===== src/rtl/seg_scan_driver.sv =====
// seg_scan_driver: multiplexed hex seven-segment scanner with double-buffered load, zero blanking, PWM and polarity control
module seg_scan_driver #(
    parameter int N_DIGITS       = 4,
    parameter int DIV_LOG2       = 16,
    parameter int BR_W           = 3,
    parameter bit SEG_ACTIVE_LOW = 1'b1,
    parameter bit DIG_ACTIVE_LOW = 1'b1
) (
    input  logic                  clk,
    input  logic                  rst_n,
    input  logic                  load,
    input  logic [4*N_DIGITS-1:0] value,
    input  logic [N_DIGITS-1:0]   dp,
    input  logic                  blank_lz,
    input  logic                  en,
    input  logic [BR_W-1:0]       brightness,
    output logic [7:0]            seg,
    output logic [N_DIGITS-1:0]   dig,
    output logic                  frame_tick
);
    localparam int IW = $clog2(N_DIGITS);
    localparam logic [7:0] SEG_OFF = {8{SEG_ACTIVE_LOW}};
    localparam logic [N_DIGITS-1:0] DIG_OFF = {N_DIGITS{DIG_ACTIVE_LOW}};

    logic [DIV_LOG2-1:0]   cnt;
    logic [IW-1:0]         idx;
    logic [4*N_DIGITS-1:0] pend_val, shad_val;
    logic [N_DIGITS-1:0]   pend_dp, shad_dp, blank, dig_on;
    logic                  pend_valid, slot_end, wrap, lit, zero_above;
    logic [3:0]            nib;
    logic [6:0]            glyph;
    logic [7:0]            seg_on;

    assign slot_end = &cnt;
    assign wrap     = slot_end && idx == IW'(N_DIGITS - 1);
    assign lit      = en && cnt[DIV_LOG2-1 -: BR_W] <= brightness;
    assign nib      = 4'(shad_val >> {idx, 2'b00});

    // a digit is blanked only when it and every more significant nibble are zero
    always_comb begin
        zero_above = 1'b1;
        blank = '0;
        for (int k = N_DIGITS - 1; k > 0; k--) begin
            zero_above = zero_above && shad_val[4*k +: 4] == 4'h0;
            blank[k] = blank_lz && zero_above;
        end
    end

    // glyph bits are {g,f,e,d,c,b,a}, active-high
    always_comb
        case (nib)
            4'h0: glyph = 7'h3F;
            4'h1: glyph = 7'h06;
            4'h2: glyph = 7'h5B;
            4'h3: glyph = 7'h4F;
            4'h4: glyph = 7'h66;
            4'h5: glyph = 7'h6D;
            4'h6: glyph = 7'h7D;
            4'h7: glyph = 7'h07;
            4'h8: glyph = 7'h7F;
            4'h9: glyph = 7'h6F;
            4'hA: glyph = 7'h77;
            4'hB: glyph = 7'h7C;
            4'hC: glyph = 7'h39;
            4'hD: glyph = 7'h5E;
            4'hE: glyph = 7'h79;
            default: glyph = 7'h71;
        endcase

    assign seg_on = lit && !blank[idx] ? {shad_dp[idx], glyph} : 8'h00;
    assign dig_on = lit ? N_DIGITS'(1) << idx : '0;

    always_ff @(posedge clk or negedge rst_n)
        if (!rst_n) begin
            cnt        <= '0;
            idx        <= '0;
            pend_val   <= '0;
            pend_dp    <= '0;
            shad_val   <= '0;
            shad_dp    <= '0;
            pend_valid <= 1'b0;
            frame_tick <= 1'b0;
            seg        <= SEG_OFF;
            dig        <= DIG_OFF;
        end else begin
            cnt <= cnt + DIV_LOG2'(1);
            if (slot_end)
                idx <= wrap ? '0 : idx + IW'(1);
            frame_tick <= wrap;
            if (load) begin
                pend_val <= value;
                pend_dp  <= dp;
            end
            if (wrap && pend_valid) begin
                shad_val <= pend_val;
                shad_dp  <= pend_dp;
            end
            pend_valid <= load || (pend_valid && !wrap);
            // xor with the idle level flips polarity for active-low pins
            seg <= seg_on ^ SEG_OFF;
            dig <= dig_on ^ DIG_OFF;
        end
endmodule

===== config.mk =====
export PLATFORM = sky130hd
export DESIGN_NAME = seg_scan_driver
export DESIGN_NICKNAME = d
export VERILOG_FILES = /design/src/rtl/seg_scan_driver.sv
export SDC_FILE = /design/constraint.sdc
export NUM_CORES = 1
export LEC_CHECK = 0
export BUFFER_PORTS_ARGS = -buffer_cell sky130_fd_sc_hd__buf_2
export CORE_MARGIN = 1
export CORE_UTILIZATION = 30
export DETAILED_ROUTE_END_ITERATION = 10
export GPL_TIMING_DRIVEN = 1
export MAX_ROUTING_LAYER = met4
export SETUP_SLACK_MARGIN = 0.02
export SYNTH_ARGS = -nofsm -noshare
export SYNTH_HDL_FRONTEND = slang
export SYNTH_SLANG_ARGS = --single-unit

===== constraint.sdc =====
create_clock -name clk -period 2.5 [get_ports clk]
set_input_delay 0.125 -clock clk [delete_from_list [all_inputs] [get_ports clk]]
set_output_delay 0.125 -clock clk [all_outputs]
set_load 0.01 [all_outputs]

==> results of run 1 <==
kinds of logic after synthesis:
| group | count (synthesis) | share of synthesized area [%] |
|---|---|---|
| adders and majority gates | 14 | 5.23 |
| and+or+nand+nor | 48 | 8.74 |
| AOI/OAI and AO/OA | 19 | 3.62 |
| xor gates and xnor gates | 14 | 3.66 |
| buffers and inverters | 19 | 2.91 |
| muxes | 54 | 21.6 |
| DFF | 72 | 54.2 |
final timing paths:
path                                from           to  slack (ps)
worst max-delay path              idx[1]       seg[0]         410
worst min-delay path               rst_n       cnt[4]         -30
worst max register to register    idx[1]       seg[0]         410
worst min register to register    cnt[5]       cnt[5]         480
max in group asynchronous          rst_n  pend_val[0]        1950
min in group clk                value[9]  pend_val[9]          20
worst reg2reg max path: stages (launching register included):
cell and delay, ps:
dfrtp_1 600, mux4_2 450, inv_1 140, ha_1 320, mux2i_1 130, a21oi_1 170, a21oi_1 80, o21ai_1 140
sequential cells by signal, indices dropped and copies added (netlist names):
register / flops
cnt: 16
pend_val: 16
shad_val: 16
seg: 8
dig: 4
pend_dp: 4
shad_dp: 4
idx: 2
frame_tick: 1
pend_valid: 1
Yosys cell counts, drive strengths merged (2+ instances only):
| master | n |
|---|---|
| a21oi | 3 |
| dfstp | 12 |
| mux2i | 9 |
| xor2 | 3 |
| inv | 12 |
| o221ai | 2 |
| nand4 | 6 |
| mux2 | 41 |
| and3 | 3 |
| nor2 | 4 |
| buf | 4 |
| nor3 | 3 |
| nand3 | 9 |
| clkbuf | 3 |
| xnor2 | 11 |
| mux4 | 4 |
| o21ai | 7 |
| nand2 | 15 |
| nor2b | 2 |
| ha | 14 |
| dfrtp | 60 |
metal layers:
layer / vias up / part of all wire (%) / GRT usage, %
li1: 964 / - / -
met1: 959 / 48 / 14.4
met2: 40 / 44 / 16.6
met3: 13 / 4.1 / 2.12
met4: 0 / 3.4 / 7.93
met5: - / 0 / -
what timing repair did:
action / CTS / global route
endpoints found under the setup margin: 0 / 0
setup buffers: 0 / 0
hold buffers: 8 / 0
endpoints found under the hold margin: 8 / 0
power breakdown:
part | switching [mW] | total [mW] | internal, mW
clock | 0.417 | 1.03 | 0.614
sequential | 0.0180 | 1.23 | 1.21
combinational | 0.0564 | 0.120 | 0.0637
total | 0.491 | 2.38 | 1.89
final cells by class:
class | count | share of cell area, %
flip-flops and latches | 72 | 45.3
clock inverters | 5 | 1.97
well taps | 140 | 4.37
inverters | 12 | 1.12
multi-input cells | 149 | 35.9
clock buffers | 11 | 3.78
repair buffers | 51 | 7.56
metrics by stage:
| stage | setup slack, ps | cell area, µm² | total power, mW | hold slack (ps) |
|---|---|---|---|---|
| floorplan | 493 | 3350 | 1.30 | -171 |
| global placement | 502 | 3700 | 1.36 | 359 |
| detailed placement | 441 | 3700 | 1.37 | 363 |
| CTS | 409 | 4010 | 2.42 | 0.765 |
| global route | 194 | 4010 | 2.48 | 3.66 |
| finish | 410 | 4010 | 2.38 | -29.3 |
==> out/qor.yml, run 1 <==
clocking:
  cts-buffers-inserted: 9
  cts_tree: "built"
  cts_max_path_buffers: 2
  cts_resized: 0
  cts.clk_slew.worst_paths_ps: 70
  cts_root_buf: "clkbuf_8"
  clock_latency_ps: 340
  htreeDepth: 3
  cts_sinks: 72
run:
  cap_violations: 0
critical_path:
  startpoint_type: "register"
  arrival_ps: 2360
  critPathTopFamily: "flip-flops"
  path_max_fanout: 10
  r2r_cells: 7
  cp.depth: 7
  cp_slowest_cell: "dfrtp_1"
  end_kind: "register"
  crit_buf_inv: 1
  cpPeakStageDelay_ps: 600
  path_cells: "mux4_2 -> inv_1 -> ha_1 -> mux2i_1 -> a21oi_1 -> a21oi_1 -> o21ai_1"
  required_ps: 2770
  path_class: "register to register"
  crit_path_frequent_cell: "a21oi_1"
sta:
  hold_ws_ps: -29.3
  worstMarginPinSlew_ps: 879
  final_max_slew_viol_count: 0
  fin_crit_sh_pct: 83.6
  period_needed_ps: 2090
  hold_violations: 19
  timing.fmax_ghz: 0.478
  relSlewSlack_pct: 41.4
  final.setup.tns_ps: 0
  fin_skew_ps: 10.4
  rsz0062_at_grt: "false"
  finalSetupViolCount: 0
floorplanning:
  core_area_mm2: 0.0108
  start_util_pct: 30.9
  ioPinCount: 41
  rows: 38
  die_y_um: 108
  fp.dieW_um: 108
  die-area_mm2: 0.0116
grt:
  grt_pass1_vias: 1993
  overflow: 0
  grt_max_degree: 73
  grt_usage_pct: 11.5
  grt_pass1_wl_um: 9720
  antenna_found_initial: 0
synthesis:
  ys.flop_type: "dfrtp_1"
  syn_avg_cell_area_um2: 14.0
  synth_cell_types: 44
  ys_async_sr_fraction_pct: 100
  synth_seq_area_share_pct: 54.2
  netlist_area_mm2: 0.00335
  synth.top_cell.area_share_pct: 44.8
  synth_top_area_cell: "dfrtp_1"
  synth_area_leaders: "dfrtp_1 (45%), dfstp_2 (9.4%), mux2_4 (9.4%)"
  synthCells: 240
  synth-edff-count: 0
  ys_seq_elements: 72
  synth_fp_nets: 282
  ys_warn_count: 0
detailed_routing:
  drt_iter0_markers: 59
  drt-total-wl_um: 5730
  wl_per_cell_um: 13.0
  drtAntennaViolNets: 0
  drc: 0
  vias: 1976
  first_pass_iters: 4
  viasPerCell: 4.49
power:
  powerDensity_mw_per_mm2: 594
  peakVddDrop_mv: 0.234
  p_leak_nw: 1.89
final_layout:
  areaGrowthSynthToFinish_pct: 19.6
  final_common_cell: "dfrtp_1"
  antenna_cells: 0
  multiInputGateArea_mm2: 0.00144
  layout.cells.non_filler: 440
  layout.nets: 337
  finish.utilization_pct: 37.0
  drive_gt1_share_pct: 41.3
  n_fill_cell: 1062
  ff_latch_area_mm2: 0.00182
  most-common-layout-cells: "dfrtp_1 (60), buf_2 (40), mux2_4 (21)"
hold_path:
  min_path_type: "input port to asynchronous set/reset pin"
placement:
  dp_hpwl_um: 4120
  gp_congestion: 0.814
  place.port_buffers: 40
  placed_cells: 416
status:
  failed_checks: "hold timing"
  status: "complete, but fails checks"
Power figures use the tool's default switching activity.
==> run 2: changes to the inputs <==
Clock period 2.5 ns to 1.9 ns, I/O delays scaled along.
==> run 2 against run 1 <==
Effect of this change: the run ends with setup timing left; via count is 6.6% higher; flip-flop and latch count did not move; die area unchanged; non-clock buffer count increased by 32; worst setup slack got worse by 430 ps; worst hold slack improved by 130 ps; routed wire length increased by 9.2%; core utilization grew 3.2 points; largest power group unchanged; highest routed layer unchanged.
==> out/qor.yml, run 2 (synthesis results as in run 1) <==
grt:
  antenna_found_initial: 0
  grt_max_degree: 73
  grt_pass1_wl_um: 10400
  overflow: 0
  grt_usage_pct: 12.4
  grt_pass1_vias: 2228
final_layout:
  reg_top3: "cnt x16, pend_val x16, shad_val x16"
  areaGrowthSynthToFinish_pct: 29.9
  layout.cells.non_filler: 472
  final_common_cell: "dfrtp_1"
  drive_gt1_share_pct: 46.1
  most-common-layout-cells: "dfrtp_1 (60), buf_2 (40), mux2_4 (21), dlygate4sd3_1 (21)"
  layout.nets: 369
  antenna_cells: 0
floorplanning:
  die_y_um: 108
  fp.dieW_um: 108
  start_util_pct: 30.9
  die-area_mm2: 0.0116
  rows: 38
  core_area_mm2: 0.0108
  ioPinCount: 41
status:
  status: "complete, but fails checks"
  failed_checks: "setup timing"
run:
  cap_violations: 0
placement:
  place.port_buffers: 40
  dp_hpwl_um: 4380
  gp_congestion: 0.778
  place_ws_ps: -9.62
  placed_cells: 434
sta:
  fin_skew_ps: 6.13
  relSlewSlack_pct: 67.2
  rsz0062_at_grt: "true"
  hold_violations: 0
  final_max_slew_viol_count: 0
  finalWorstSetupSlack_ps: -22.1
  worstMarginPinSlew_ps: 492
  hold_ws_ps: 101
  timing.fmax_ghz: 0.520
  finalSetupViolCount: 1
  fin_crit_sh_pct: 101
  period_needed_ps: 1920
hold_path:
  min_path_type: "input port to register"
  min_from: "en"
critical_path:
  required_ps: 2190
  path_max_fanout: 4
  r2r-start: "idx[0]"
  r2r_slack_ps: -20
  setup.worst_path.start: "idx[0]"
  startpoint_type: "register"
  arrival_ps: 2220
  end_kind: "register"
  path_class: "register to register"
clocking:
  cts-buffers-inserted: 9
  htreeDepth: 3
  cts_root_buf: "clkbuf_8"
  cts.clk_slew.worst_paths_ps: 80
  cts_max_path_buffers: 2
  clock_latency_ps: 360
  cts_tree: "built"
  cts_sinks: 72
power:
  peakVddDrop_mv: 0.381
  p_leak_nw: 2.03
  powerDensity_mw_per_mm2: 727
  power.total_mw: 3.17
detailed_routing:
  drc: 0
  viasPerCell: 4.46
  first_pass_iters: 4
  drt_iter0_markers: 84
  vias: 2107
  drtAntennaViolNets: 0
  wl_per_cell_um: 13.2
  drt-total-wl_um: 6250
-- run 2: final cells by class --
cell class | instances | area [µm²]
timing repair buffer | 83 | 601
clock buffer | 10 | 138
clock inverter | 6 | 92.6
tap | 140 | 175
fill | 1061 | 6490
sequential | 72 | 1820
multi-input combinational | 149 | 1490
inverter | 12 | 45.0
-- run 2: metrics by stage --
stage          utilization, %  area (µm²)  setup TNS, ps
6_report                 40.2        4350          -22.1
5_1_grt                  40.2        4350           -317
4_1_cts                  40.0        4330          -15.5
3_5_place_dp             35.6        3860          -9.62
3_3_place_gp             35.6        3860              0
2_1_floorplan               -        3360          -71.7
-- run 2: critical path: stages, from the launching register on --
cell and delay, ps:
dfrtp_1 410, mux4_2 580, inv_2 110, ha_4 130, inv_2 20, mux4_2 450, nand2b_4 160
-- run 2: layer usage --
layer  GRT usage [%]  up-vias  wire length [µm]
met5               -        -                 0
met3            2.97       14               266
met2            18.4       42              2860
li1                -     1021                 -
met4            8.02        0               178
met1            15.0     1030              2940
-- run 2: what timing repair did --
| item | 4_1_cts | 5_1_grt |
|---|---|---|
| hold buffers | 21 | 0 |
| setup endpoints to repair | 1 | 8 |
| gates cloned | 0 | 0 |
| pin swaps | 1 | 1 |
| resized for setup | 4 | 4 |
| hold endpoints to repair | 80 | 0 |
| setup buffers | 1 | 0 |
-- run 2: power by group --
part	switching [mW]	internal, mW
Combinational	0.0807	0.106
Clock	0.586	0.778
Sequential	0.0244	1.59
Total	0.691	2.48
-- run 2: worst paths after layout --
path                            to  depth (start not counted)
min in group asynchronous   cnt[2]                          3
hold reg to reg            cnt[10]                          1
setup reg to reg            seg[3]                          6
setup / recovery            seg[3]                          6
max in group asynchronous   seg[4]                          3
hold / removal              dig[1]                          3
==> run 3: changes to the inputs <==
--- a/config.mk
+++ b/config.mk
@@ -16,2 +16,3 @@
 export SYNTH_HDL_FRONTEND = slang
 export SYNTH_SLANG_ARGS = --single-unit
+export TNS_END_PERCENT = 1
==> constraint.sdc (replaced) <==
create_clock -name clk -period 1.9 [get_ports clk]
set_input_delay 0.38 -clock clk [delete_from_list [all_inputs] [get_ports clk]]
set_output_delay 0.38 -clock clk [all_outputs]
set_load 0.01 [all_outputs]
==> run 3 against run 2 <==
Effect of this change: the flow still finishes with violations (setup timing); highest routed layer unchanged; largest cell class unchanged; via count decreased by 4.1%; routed wire length down 4.3%; non-clock buffer count down 20; total power down 7.8%.
==> out/qor.yml, run 3 (synthesis results as in run 1) <==
detailed_routing:
  met1_length_um: 2960
  first_pass_iters: 6
  viasPerCell: 4.48
  drt-total-wl_um: 5980
  dr.max_layer_used: "met4"
  vias: 2021
  wl_met2_um: 2680
  drc: 0
  dr_wl_met3_um: 245
  drtAntennaViolNets: 0
  drt_iter0_markers: 55
  wl_per_cell_um: 13.3
critical_path:
  path_class: "register to register"
  path_max_fanout: 4
  path_cells: "mux4_2 -> inv_2 -> ha_4 -> inv_2 -> mux4_2 -> nand2b_4"
  regToRegEndpoint: "seg[3]"
  cp_slowest_cell: "mux4_2"
  r2r-start: "idx[0]"
  startpoint_type: "register"
  required_ps: 2170
  r2r_cells: 6
  r2r_slack_ps: -40
  end_kind: "register"
  arrival_ps: 2210
  cpPeakStageDelay_ps: 580
power:
  intPower_mw: 2.26
  powerDensity_mw_per_mm2: 713
  seqPwrFrac_pct: 55.4
  p_clk_share_pct: 39.4
  power.total_mw: 2.92
  peakVddDrop_mv: 0.411
  p_switching_mw: 0.655
  pwr-share-comb_pct: 5.2
  switching_share_pct: 22.5
  p_leak_nw: 1.93
clocking:
  htreeDepth: 3
  cts.clk_slew.worst_paths_ps: 80
  cts-buffers-inserted: 9
  clock_latency_ps: 350
  cts_tree: "built"
  cts_sinks: 72
  cts_max_path_buffers: 2
  cts_root_buf: "clkbuf_8"
placement:
  place.port_buffers: 40
  dp_hpwl_um: 4420
  place_ws_ps: -50.6
  placed_cells: 435
  gp_congestion: 0.774
final_layout:
  most-common-layout-cells: "dfrtp_1 (60), buf_2 (40), mux2_4 (21), buf_4 (21), mux2_2 (20)"
  reg_top3: "cnt x16, pend_val x16, shad_val x16"
  layout.cells.non_filler: 451
  antenna_cells: 0
  drive_gt1_share_pct: 48.9
  layout.nets: 349
  areaGrowthSynthToFinish_pct: 22.2
  final_common_cell: "dfrtp_1"
floorplanning:
  core_area_mm2: 0.0108
  start_util_pct: 30.9
  die-area_mm2: 0.0116
  ioPinCount: 41
  die_y_um: 108
  rows: 38
  fp.dieW_um: 108
sta:
  fin_skew_ps: 12.8
  fin_crit_sh_pct: 102
  worstMarginPinSlew_ps: 472
  period_needed_ps: 1940
  finalWorstSetupSlack_ps: -38.8
  rsz0062_at_grt: "true"
  relSlewSlack_pct: 68.6
  final.setup.tns_ps: -38.8
  timing.fmax_ghz: 0.516
  hold_violations: 0
  final_max_slew_viol_count: 0
  finalSetupViolCount: 1
grt:
  antenna_found_initial: 0
  grt_usage_pct: 11.9
  grt_max_degree: 73
  grt_pass1_vias: 2038
  overflow: 0
  grt_pass1_wl_um: 10100
run:
  cap_violations: 0
status:
  failed_checks: "setup timing"
  status: "complete, but fails checks"
hold_path:
  min_path_type: "input port to asynchronous set/reset pin"
## run 3: timing repair
item,CTS,global route
pin swaps,1,0
gates cloned,0,0
resized for setup,4,2
setup buffers,1,0
setup endpoints to repair,2,8
hold buffers,0,0
## run 3: worst max path at each step
stage          endpoint  depth (start not counted)    from
6_report         seg[3]                          6  idx[0]
3_3_place_gp     seg[3]                          6  idx[0]
4_1_cts          seg[3]                          6  idx[0]
2_1_floorplan    seg[3]                          7  idx[0]
5_1_grt          seg[6]                          6  idx[0]
3_5_place_dp     seg[3]                          6  idx[0]
## run 3: per-layer routing
metal / vias up / GRT usage [%]
met4: 0 / 5.58
met1: 983 / 15.5
met2: 47 / 16.7
li1: 985 / -
met5: - / -
met3: 6 / 3.75
## run 3: metrics by stage
step | hold slack, ps | util [%] | area [µm²]
after floorplan | 84.4 | - | 3360
after global placement | 433 | 35.7 | 3870
after detailed placement | 437 | 35.7 | 3870
after CTS | 54.9 | 37.7 | 4080
after global routing | 63.1 | 37.8 | 4090
final | 48.2 | 37.8 | 4090
## run 3: power by group through the flow
stage	Combinational, mW	Clock [mW]	Sequential (mW)
final	0.152	1.15	1.62
after global routing	0.170	1.27	1.62
after CTS	0.157	1.18	1.62
after detailed placement	0.155	0	1.65
after global placement	0.150	0	1.65
after floorplan	0.0671	0	1.64
## run 3: final cells by class
type                    count  area [µm²]
inverters                  12        45.0
fillers                  1069        6750
repair buffers             63         398
clock buffers               9         124
well taps                 140         175
multi-input cells         149        1470
flip-flops and latches     72        1820
clock inverters             6        61.3
## run 3: worst max-delay path, delay by kind of cell, from the launching register on
| family | cells | cell delay (ps) |
|---|---|---|
| buf+inv | 2 | 140 |
| fa+ha+maj | 1 | 140 |
| mux | 2 | 1030 |
| simple gates | 1 | 150 |
| flops | 1 | 410 |
